--- config.mk ---
export PLATFORM = sky130hd
export DESIGN_NAME = cart_mapper_flat
export DESIGN_NICKNAME = d
export VERILOG_FILES = /design/src/rtl/cart_pkg.sv /design/src/rtl/cart_mapper_if.sv /design/src/rtl/cart_sc_ram.sv /design/src/rtl/cart_mapper.sv /design/src/flat_wrapper.sv
export SDC_FILE = /design/constraint.sdc
export NUM_CORES = 1
export LEC_CHECK = 0
export CAP_MARGIN = 20
export CORE_ASPECT_RATIO = 1.25
export CORE_MARGIN = 5
export CORE_UTILIZATION = 39
export DETAILED_ROUTE_END_ITERATION = 7
export GPL_ROUTABILITY_DRIVEN = 0
export PLACE_DENSITY = 0.8
export SYNTH_ARGS = -nofsm -noshare
export SYNTH_HDL_FRONTEND = slang
export SYNTH_SLANG_ARGS = --single-unit
--- constraint.sdc ---
create_clock -name clk_i -period 2.61 [get_ports clk_i]
set_clock_uncertainty 0.1 [all_clocks]
set_input_delay 0.522 -clock clk_i [delete_from_list [all_inputs] [get_ports clk_i]]
set_output_delay 0.522 -clock clk_i [all_outputs]
set_load 0.05 [all_outputs]
--- src/rtl/cart_pkg.sv ---
// Shared types and helpers for the cartridge bank-switch mapper.
// Scheme encoding matches the loader's scheme field (0=4K, 1=F8, 2=F6, 3=F4).
package cart_pkg;

    typedef enum logic [1:0] {
        SCH_4K = 2'd0,
        SCH_F8 = 2'd1,
        SCH_F6 = 2'd2,
        SCH_F4 = 2'd3
    } scheme_t;

    localparam logic [11:0] HS_F8 = 12'hFF8;
    localparam logic [11:0] HS_F6 = 12'hFF6;
    localparam logic [11:0] HS_F4 = 12'hFF4;

    localparam int SC_DEPTH = 128;
    localparam int SC_AW    = 7;

    function automatic logic [2:0] last_bank(input scheme_t s);
        case (s)
            SCH_F8:  last_bank = 3'd1;
            SCH_F6:  last_bank = 3'd3;
            SCH_F4:  last_bank = 3'd7;
            default: last_bank = 3'd0;
        endcase
    endfunction

    function automatic logic [2:0] bank_mask(input scheme_t s);
        case (s)
            SCH_F8:  bank_mask = 3'b001;
            SCH_F6:  bank_mask = 3'b011;
            SCH_F4:  bank_mask = 3'b111;
            default: bank_mask = 3'b000;
        endcase
    endfunction

endpackage

--- src/rtl/cart_mapper_if.sv ---
// CPU-side cartridge bus: CPU address/data in, banked ROM address and SC read path out.
// master = CPU/top side, slave = mapper.
interface cart_mapper_if #(
    parameter int ROM_AW = 15
);
    logic              cpu_en_i;
    logic [12:0]       cpu_addr_i;
    logic              cpu_rnw_i;
    logic [7:0]        cpu_dat_i;
    logic [ROM_AW-1:0] rom_addr_o;
    logic              sc_hit_o;
    logic [7:0]        sc_dat_o;

    modport master (
        output cpu_en_i, cpu_addr_i, cpu_rnw_i, cpu_dat_i,
        input  rom_addr_o, sc_hit_o, sc_dat_o
    );

    modport slave (
        input  cpu_en_i, cpu_addr_i, cpu_rnw_i, cpu_dat_i,
        output rom_addr_o, sc_hit_o, sc_dat_o
    );
endinterface

--- src/rtl/cart_sc_ram.sv ---
// 128x8 Superchip cartridge RAM: one write port, registered read every clk.
// Array contents are never reset; only the read register is.
import cart_pkg::*;

module cart_sc_ram (
    input  logic             clk_i,
    input  logic             rst_ni,
    input  logic             i_we,
    input  logic [SC_AW-1:0] i_addr,
    input  logic [7:0]       i_wdat,
    output logic [7:0]       o_rdat
);
    logic [7:0] r_mem [SC_DEPTH];
    logic [7:0] r_rdat;

    always_ff @(posedge clk_i) begin
        if (i_we) begin
            r_mem[i_addr] <= i_wdat;
        end
    end

    always_ff @(posedge clk_i or negedge rst_ni) begin
        if (!rst_ni) begin
            r_rdat <= 8'h00;
        end else begin
            r_rdat <= r_mem[i_addr];
        end
    end

    assign o_rdat = r_rdat;
endmodule

--- src/rtl/cart_mapper.sv ---
// Cartridge bank-switch mapper: F8/F6/F4 hotspot decode, bank register, switch counter.
// Optional Superchip RAM is built when CART_SUPERCHIP_EN is defined.
import cart_pkg::*;

module cart_mapper #(
    parameter int ROM_AW     = 15,
    parameter bit RESET_LAST = 1'b1
) (
    input  logic                clk_i,
    input  logic                rst_ni,
    cart_mapper_if.slave        bus,
    input  logic [1:0]          scheme_i,
    input  logic                scheme_we_i,
    output logic [2:0]          bank_o,
    output logic [15:0]         switch_cnt_o
);
    scheme_t     r_scheme;
    logic [2:0]  r_bank;
    logic [15:0] r_switch_cnt;

    logic [11:0] w_off;
    logic        w_hit;
    logic [2:0]  w_sel;
    scheme_t     w_new_scheme;

    assign w_off        = bus.cpu_addr_i[11:0];
    assign w_new_scheme = scheme_t'(scheme_i);

    // Hotspot offset minus the scheme's base gives the bank directly.
    always_comb begin
        w_hit = 1'b0;
        w_sel = 3'd0;
        if (bus.cpu_en_i && bus.cpu_addr_i[12]) begin
            case (r_scheme)
                SCH_F8: if (w_off >= HS_F8 && w_off <= HS_F8 + 12'd1) begin
                    w_hit = 1'b1;
                    w_sel = 3'(w_off - HS_F8);
                end
                SCH_F6: if (w_off >= HS_F6 && w_off <= HS_F6 + 12'd3) begin
                    w_hit = 1'b1;
                    w_sel = 3'(w_off - HS_F6);
                end
                SCH_F4: if (w_off >= HS_F4 && w_off <= HS_F4 + 12'd7) begin
                    w_hit = 1'b1;
                    w_sel = 3'(w_off - HS_F4);
                end
                default: ;
            endcase
        end
    end

    // A scheme load overrides any coincident hotspot hit.
    always_ff @(posedge clk_i or negedge rst_ni) begin
        if (!rst_ni) begin
            r_scheme     <= SCH_4K;
            r_bank       <= 3'd0;
            r_switch_cnt <= 16'd0;
        end else if (scheme_we_i) begin
            r_scheme <= w_new_scheme;
            r_bank   <= RESET_LAST ? last_bank(w_new_scheme) : 3'd0;
        end else if (w_hit) begin
            r_bank       <= w_sel & bank_mask(r_scheme);
            r_switch_cnt <= r_switch_cnt + 16'd1;
        end
    end

    assign bus.rom_addr_o = {r_bank[ROM_AW-13:0], bus.cpu_addr_i[11:0]};
    assign bank_o         = r_bank;
    assign switch_cnt_o   = r_switch_cnt;

`ifdef CART_SUPERCHIP_EN
    logic       w_sc_we;
    logic [7:0] w_sc_rdat;

    assign w_sc_we = bus.cpu_en_i && !bus.cpu_rnw_i && bus.cpu_addr_i[12]
                     && (bus.cpu_addr_i[11:7] == 5'b00000);

    cart_sc_ram u_sc_ram (
        .clk_i  (clk_i),
        .rst_ni (rst_ni),
        .i_we   (w_sc_we),
        .i_addr (bus.cpu_addr_i[6:0]),
        .i_wdat (bus.cpu_dat_i),
        .o_rdat (w_sc_rdat)
    );

    assign bus.sc_hit_o = bus.cpu_rnw_i && bus.cpu_addr_i[12]
                          && (bus.cpu_addr_i[11:7] == 5'b00001);
    assign bus.sc_dat_o = w_sc_rdat;
`else
    logic w_unused_dat;
    assign w_unused_dat = ^bus.cpu_dat_i;
    assign bus.sc_hit_o = 1'b0;
    assign bus.sc_dat_o = 8'h00;
`endif

endmodule

--- src/flat_wrapper.sv ---
// flat-port wrapper written by rule: the top's interface ports become plain ports
module cart_mapper_flat 
#(
    parameter int ROM_AW     = 15,
    parameter bit RESET_LAST = 1'b1
)
  (clk_i, rst_ni, scheme_i, scheme_we_i, bank_o, switch_cnt_o, bus_cpu_en_i, bus_cpu_addr_i, bus_cpu_rnw_i, bus_cpu_dat_i, bus_rom_addr_o, bus_sc_hit_o, bus_sc_dat_o);
  cart_mapper_if #(.ROM_AW(ROM_AW)) bus_i ();
  input  logic clk_i;
  input  logic rst_ni;
  input  logic [1:0] scheme_i;
  input  logic scheme_we_i;
  output logic [2:0] bank_o;
  output logic [15:0] switch_cnt_o;
  input wire logic [$bits(bus_i.cpu_en_i)-1:0] bus_cpu_en_i;
  input wire logic [$bits(bus_i.cpu_addr_i)-1:0] bus_cpu_addr_i;
  input wire logic [$bits(bus_i.cpu_rnw_i)-1:0] bus_cpu_rnw_i;
  input wire logic [$bits(bus_i.cpu_dat_i)-1:0] bus_cpu_dat_i;
  output wire logic [$bits(bus_i.rom_addr_o)-1:0] bus_rom_addr_o;
  output wire logic [$bits(bus_i.sc_hit_o)-1:0] bus_sc_hit_o;
  output wire logic [$bits(bus_i.sc_dat_o)-1:0] bus_sc_dat_o;
  assign bus_i.cpu_en_i = bus_cpu_en_i;
  assign bus_i.cpu_addr_i = bus_cpu_addr_i;
  assign bus_i.cpu_rnw_i = bus_cpu_rnw_i;
  assign bus_i.cpu_dat_i = bus_cpu_dat_i;
  assign bus_rom_addr_o = bus_i.rom_addr_o;
  assign bus_sc_hit_o = bus_i.sc_hit_o;
  assign bus_sc_dat_o = bus_i.sc_dat_o;
  cart_mapper #(.ROM_AW(ROM_AW), .RESET_LAST(RESET_LAST)) u_core (.clk_i(clk_i), .rst_ni(rst_ni), .bus(bus_i), .scheme_i(scheme_i), .scheme_we_i(scheme_we_i), .bank_o(bank_o), .switch_cnt_o(switch_cnt_o));
endmodule
==> key figures, run 1 <==
Synthesis
  • Post-synth ARST share: 100%
  • Post-synth top area cell: dfrtp_1
  • Synth area leaders: dfrtp_1, buf_4, xnor2_1
  • EDFF count, synth: 0
  • Register bit total from synthesis: 21
  • Top_reg_cell synth: dfrtp_1
  • Sequential cell area fraction in the yosys report: 39.2%
  • Synth Area per Inst: 9.71 µm²
  • Cell Area, Synth: 1340 µm²
  • Cell count after synthesis: 138
  • Yosys top cell area share: 39.2%
  • YS warnings: 0
  • Most instantiated library cell after synthesis: buf_4
  • Post-synth top cells: buf_4, dfrtp_1, nand3_1, xnor2_1, nand4_1
  • Synth unique cells: 36

Critical path
  • CP Max Fanout: 5
  • Flop2flop setup slack: 540 ps
  • Critical Path AT: 2490 ps
  • Crit-path cells: clkdlybuf4s50_1 -> ha_1 -> or3b_4 -> nand2_4 -> a32oi_4 -> buf_4 -> or3_1 -> xnor2_1
  • WP data required: 2660 ps
  • Max incr delay on CP: 500 ps
  • Worst reg2reg path startpoint: u_core.r_scheme[0]
  • R2R cell count: 6
  • CP max stage cell: clkdlybuf4s50_1
  • Reg-to-reg critical path endpoint: u_core.switch_cnt_o[12]
  • Worst Setup Start Kind: input pin
  • CP Capture Type: flip-flop
  • Crit Path Category: input pin to flip-flop

STA
  • RSZ-0062 raised after global routing: false
  • Endpoints failing hold: 0
  • Setup violations, final: 0
  • Actual slew at the worst max-slew pin: 507 ps
  • Slew Limit Fails: 0
  • Clock period minus final worst setup slack: 2440 ps
  • Worst Setup Slack, final: 167 ps
  • Slew HR: 66.1%
  • Maximum clock frequency: 0.409 GHz
  • Fin crit share: 93.6%

Floorplanning
  • I/O pins: 71
  • Starting density of the core: 41.2%
  • # rows: 23
  • Die height: 75.5 µm
  • Die area: 4720 µm²
  • Core Box Area: 3250 µm²
  • Die Width: 62.4 µm

Layout
  • Diode count: 0
  • Fillers: 280
  • Layout area overhead: 39.7%
  • Post-layout nets: 217
  • Final Instance Area: 1870 µm²
  • Share of cells above drive strength 1: 17.2%

CTS
  • H-Tree Depth: 1
  • CTS tree: yes
  • Clock Sinks: 21
  • Post-cts sizing count: 0
  • Post-CTS Setup Bufs: 0
  • Clk buf depth: 2
  • Worst-Skew Late Latency: 260 ps
  • CTS Hold Bufs: 0
  • Worst-path clk slew: 80 ps
  • Clock root cell: clkbuf_8
  • CTS Buf Count: 3

GRT
  • Initial antenna violation count: 0
  • GR Util All Layers: 14.5%
  • First-pass GRT wire length: 5450 µm
  • Global route total overflow: 0
  • Vias in the first global route: 1,189
  • Largest net degree at the start of global routing: 22

Pwr
  • Net Sw Frac: 33.1%
  • Clock power frac: 27.5%
  • Share of power burned in registers: 44.1%
  • P_leak: 0.800 nW
  • Power Internal: 0.521 mW
  • Worst ir drop on vdd: 0.000331 V
  • Comb pwr share: 28.3%
  • P_sw: 0.257 mW
  • PD cells: 416 nW/µm²

Route
  • Drt drc: 0
  • ANT nets after route: 0
  • Via count of the routed design: 1,173
  • DRT Wirelength: 3360 µm
  • Vias per cell: 5.26
  • WL per Instance: 15.1 µm
  • Iteration-0 DRC count of the detailed router: 22
  • Drt pass-1 iters: 4

Hold path
  • Worst Hold Depth: 1
  • Hold EP: u_core.switch_cnt_o[15]
  • Worst Hold Class: flip-flop to flip-flop
  • Hold path start: u_core.switch_cnt_o[15]

Place
  • DP Area: 1830 µm²
  • Detailed placement HPWL: 2720 µm
  • Port Buffer Count: 52
  • Dpl ws: -78.6 ps

Status
  • Status: completed

Run
  • Max cap viols: 0
worst max-delay path by stage:
stage,startpoint,end
2_1_floorplan,bus_cpu_addr_i[1],u_core.switch_cnt_o[8]
3_3_place_gp,bus_cpu_addr_i[1],u_core.switch_cnt_o[8]
3_5_place_dp,bus_cpu_addr_i[1],u_core.switch_cnt_o[12]
4_1_cts,bus_cpu_addr_i[1],u_core.switch_cnt_o[12]
5_1_grt,bus_cpu_addr_i[1],u_core.switch_cnt_o[12]
6_report,bus_cpu_addr_i[1],u_core.switch_cnt_o[12]
cells in the final DEF, fill, tap and decap left out, types with 2 or more instances in the layout:
cell type        count
and3_1               2
and4_1               2
buf_12               3
buf_4               21
clkbuf_8             3
clkdlybuf4s50_1     40
conb_1               9
dfrtp_1             21
ha_1                 2
inv_1                4
nand2_1              5
nand3_1             12
nand4_1              8
nor2_1               4
nor3_1               5
nor4_1               2
o211ai_1             3
o21ai_0              6
or3_1                2
xnor2_1             12
xor2_1               4
sequential cells by signal, summed over array words and instances (netlist names):
register and count:
u_core.r_scheme 2, u_core.bank_o 3, u_core.switch_cnt_o 16
layout make-up:
| cell class | instances | area [µm²] | area share, % |
|---|---|---|---|
| clock buffers | 4 | 45.0 | 2.41 |
| inverters | 5 | 20.0 | 1.07 |
| multi-input cells | 92 | 617 | 33.0 |
| flip-flops and latches | 21 | 526 | 28.1 |
| well taps | 37 | 46.3 | 2.47 |
| repair buffers | 64 | 618 | 33.0 |
critical path, delay by kind of cell:
kind | cells | cell delay, ps
buffers and inverters | 2 | 670
and+or+nand+nor | 3 | 870
xor gates and xnor gates | 1 | 140
AOI/OAI and AO/OA | 1 | 120
adders and majority gates | 1 | 150
through the flow:
stage	util, %	TNS, ps	hold WS, ps	power (mW)	std cells
floorplan	-	0	126	0.507	146
global placement	56.2	-103	360	0.567	219
detailed placement	56.2	-234	366	0.571	219
CTS	57.6	0	382	0.779	223
global route	57.6	0	417	0.800	223
finish	57.6	0	378	0.778	223
kinds of logic after synthesis:
group,Yosys count,share of synthesized area (%)
simple gates,47,20.0
buf+inv,33,17.0
flops,21,39.2
xor+xnor,16,10.5
compound gates,15,8.78
fa+ha+maj,3,2.61
mux,2,1.68
other cells,1,0.280
power groups by stage:
stage	clock (mW)	sequential, mW	combinational [mW]
2_1_floorplan	0	0.356	0.152
3_3_place_gp	0	0.349	0.218
6_report	0.214	0.343	0.220
3_5_place_dp	0	0.350	0.221
4_1_cts	0.214	0.343	0.221
5_1_grt	0.224	0.345	0.231
routing by layer:
| metal | vias to the layer above | global-route usage (%) | wire, µm |
|---|---|---|---|
| met5 | - | 0 | 0 |
| met4 | 0 | 5.90 | 57 |
| met3 | 8 | 4.72 | 308 |
| met2 | 61 | 26.4 | 1720 |
| met1 | 554 | 15.8 | 1270 |
| li1 | 550 | - | - |
No activity file was read; power rests on OpenSTA's default activity.
==> run 2, diff against run 1 <==
Settings changed: HOLD_SLACK_MARGIN from default to 0.03.
==> results of run 2 <==
No change in the layout: final DEF, timing and power equal those of run 1.
==> run 3, diff against run 2 <==
Settings changed: CORE_UTILIZATION 39 to 35, PLACE_DENSITY 0.8 to 0.76.
Clock period 2.61 ns to 2.18 ns, I/O delays scaled along.
==> run 3 against run 2 <==
Routed wire length is 6.3% higher. Sequential power is 19% higher. Core utilization is 0.53 points lower. Register-to-register slack worse by 310 ps. Critical path type unchanged. Final area is 14% higher. Non-clock buffer count is 15 higher. Worst setup slack worse by 92 ps. Critical endpoint is now u_core.switch_cnt_o[5].
==> key figures, run 3 (synthesis gave the netlist of run 1 again) <==
Status
  • Status: completed

Floorplanning
  • Die Width: 65.3 µm (+4.7%)
  • # rows: 25 (+8.7%)
  • Die height: 79.2 µm (+4.8%)
  • Core Box Area: 3750 µm² (+15%)
  • Die area: 5170 µm² (+9.7%)
  • I/O pins: 71 (unchanged)
  • Starting density of the core: 35.7% (-5.5 points)

Route
  • Vias per cell: 5.12 (-2.7%)
  • Drt pass-1 iters: 5 (+1)
  • ANT nets after route: 0 (unchanged)
  • Drt drc: 0 (unchanged)
  • DRT Wirelength: 3570 µm (+6.3%)
  • WL per Instance: 14.8 µm (-1.6%)
  • Via count of the routed design: 1,233 (+5.1%)
  • Iteration-0 DRC count of the detailed router: 55 (+150%)

STA
  • Worst Setup Slack, final: 75.2 ps (-92.0 ps)
  • Endpoints failing hold: 0 (unchanged)
  • Fin Setup TNS: 0 ps (unchanged)
  • Maximum clock frequency: 0.475 GHz
  • Setup violations, final: 0 (unchanged)
  • RSZ-0062 raised after global routing: false
  • Actual slew at the worst max-slew pin: 508 ps (+0.897 ps)
  • Slew Limit Fails: 0 (unchanged)
  • Slew HR: 66.0% (about the same)
  • Clock period minus final worst setup slack: 2100 ps
  • Fin crit share: 96.5%
  • Hold_ws: 377 ps (-0.234 ps)

GRT
  • Largest net degree at the start of global routing: 22 (unchanged)
  • Global route total overflow: 0 (unchanged)
  • GR Util All Layers: 14.9% (+0.33 points)
  • Met1 GRT Util: 17.6% (+1.8 points)
  • First-pass GRT wire length: 5950 µm (+9.2%)
  • Vias in the first global route: 1,236 (+4.0%)
  • M3 GR Usage: 1.98% (-2.7 points)
  • Grt peak-use layer: met2
  • Initial antenna violation count: 0 (unchanged)
  • Met2 Use GR: 26.4% (+0.061 points)

Pwr
  • PD cells: 460 nW/µm² (+11%)
  • Worst ir drop on vdd: 0.000317 V (-4.1%)
  • Final Power: 0.985 mW (+27%)
  • P_leak: 0.926 nW (+16%)

Critical path
  • CP Max Fanout: 5 (unchanged)
  • WP data required: 2240 ps (-420 ps)
  • Worst Setup Start Kind: input pin
  • Crit Path Category: input pin to flip-flop
  • CP startpoint: bus_cpu_addr_i[0]
  • Critical Path AT: 2160 ps (-330 ps)
  • CP Capture Type: flip-flop
  • Worst reg2reg path startpoint: u_core.r_scheme[0]

CTS
  • Clk buf depth: 2 (unchanged)
  • CTS tree: yes
  • H-Tree Depth: 1 (unchanged)
  • Clock root cell: clkbuf_8
  • Worst-path clk slew: 80 ps (about the same)
  • Worst-Skew Late Latency: 260 ps (about the same)
  • Clock Sinks: 21 (unchanged)
  • CTS Hold Bufs: 0 (unchanged)
  • CTS Buf Count: 3 (unchanged)

Layout
  • Max reg flops: 16 (unchanged)
  • Diode count: 0 (unchanged)
  • Final Instance Area: 2140 µm² (+14%)
  • Finished Layout Cells: 241 (+8.1%)
  • Layout area overhead: 59.8%
  • Commonest non-fill, non-tap cell in the layout: clkdlybuf4s50_1
  • Util after Layout: 57.0% (-0.53 points)
  • Share of cells above drive strength 1: 27.4% (+10 points)
  • Post-layout nets: 232 (+6.9%)
  • Most frequent cells in the layout: clkdlybuf4s50_1, buf_4, dfrtp_1

Place
  • DP Area: 2060 µm² (+13%)
  • Detailed placement HPWL: 2840 µm (+4.5%)
  • Port Buffer Count: 52 (unchanged)
  • Dpl ws: -419 ps (-340 ps)
  • Placed insts: 237 (+8.2%)

Hold path
  • Hold path start: u_core.switch_cnt_o[15]
  • Worst Hold Class: flip-flop to flip-flop

Run
  • Max cap viols: 0 (unchanged)
run 3: changes by cell type in the layout (fill, tap and decap cells not counted), sizes merged:
cell | previous run | this run
buf | 24 | 39
clkbuf | 4 | 3
clkdlybuf4s50 | 40 | 38
clkinv | 1 | 2
dlygate4sd2 | 0 | 2
run 3: final timing paths:
check                                               end  slack [ps]  depth (start not counted)
worst max-delay path             u_core.switch_cnt_o[5]          80                          7
worst min-delay path            u_core.switch_cnt_o[15]         380                          1
worst max register to register   u_core.switch_cnt_o[1]         230                          5
worst min register to register  u_core.switch_cnt_o[15]         380                          1
max in group asynchronous       u_core.switch_cnt_o[11]        1350                          2
min in group asynchronous        u_core.switch_cnt_o[6]         410                          2
run 3: timing repair:
action,4_1_cts,5_1_grt
resized for setup,10,1
endpoints found under the setup margin,15,1
pin swaps,3,0
buffers inserted,0,0
run 3: cell type report:
type                    count  area (µm²)
flip-flops and latches     21         526
multi-input cells          92         651
fillers                   329        1610
clock inverters             1        5.00
well taps                  40        50.0
repair buffers             79         848
clock buffers               3        41.3
inverters                   5        20.0
run 3: per-layer routing:
layer | part of all wire [%] | vias to the layer above
met4 | 2.1 | 0
li1 | - | 583
met1 | 41 | 589
met5 | 0 | -
met2 | 52 | 52
met3 | 5.6 | 9
run 3: where the power goes:
| part | switching [mW] | leakage, nW | internal [mW] |
|---|---|---|---|
| sequential | 0.0103 | 0.278 | 0.397 |
| clock | 0.131 | 0.0255 | 0.128 |
| combinational | 0.183 | 0.623 | 0.136 |
| total | 0.324 | 0.926 | 0.661 |
run 3: critical path: stages:
cell,delay (ps)
clkdlybuf4s50_1,420
or3b_4,420
nand2_4,90
a32oi_4,120
buf_6,160
or3_4,380
xnor2_1,130
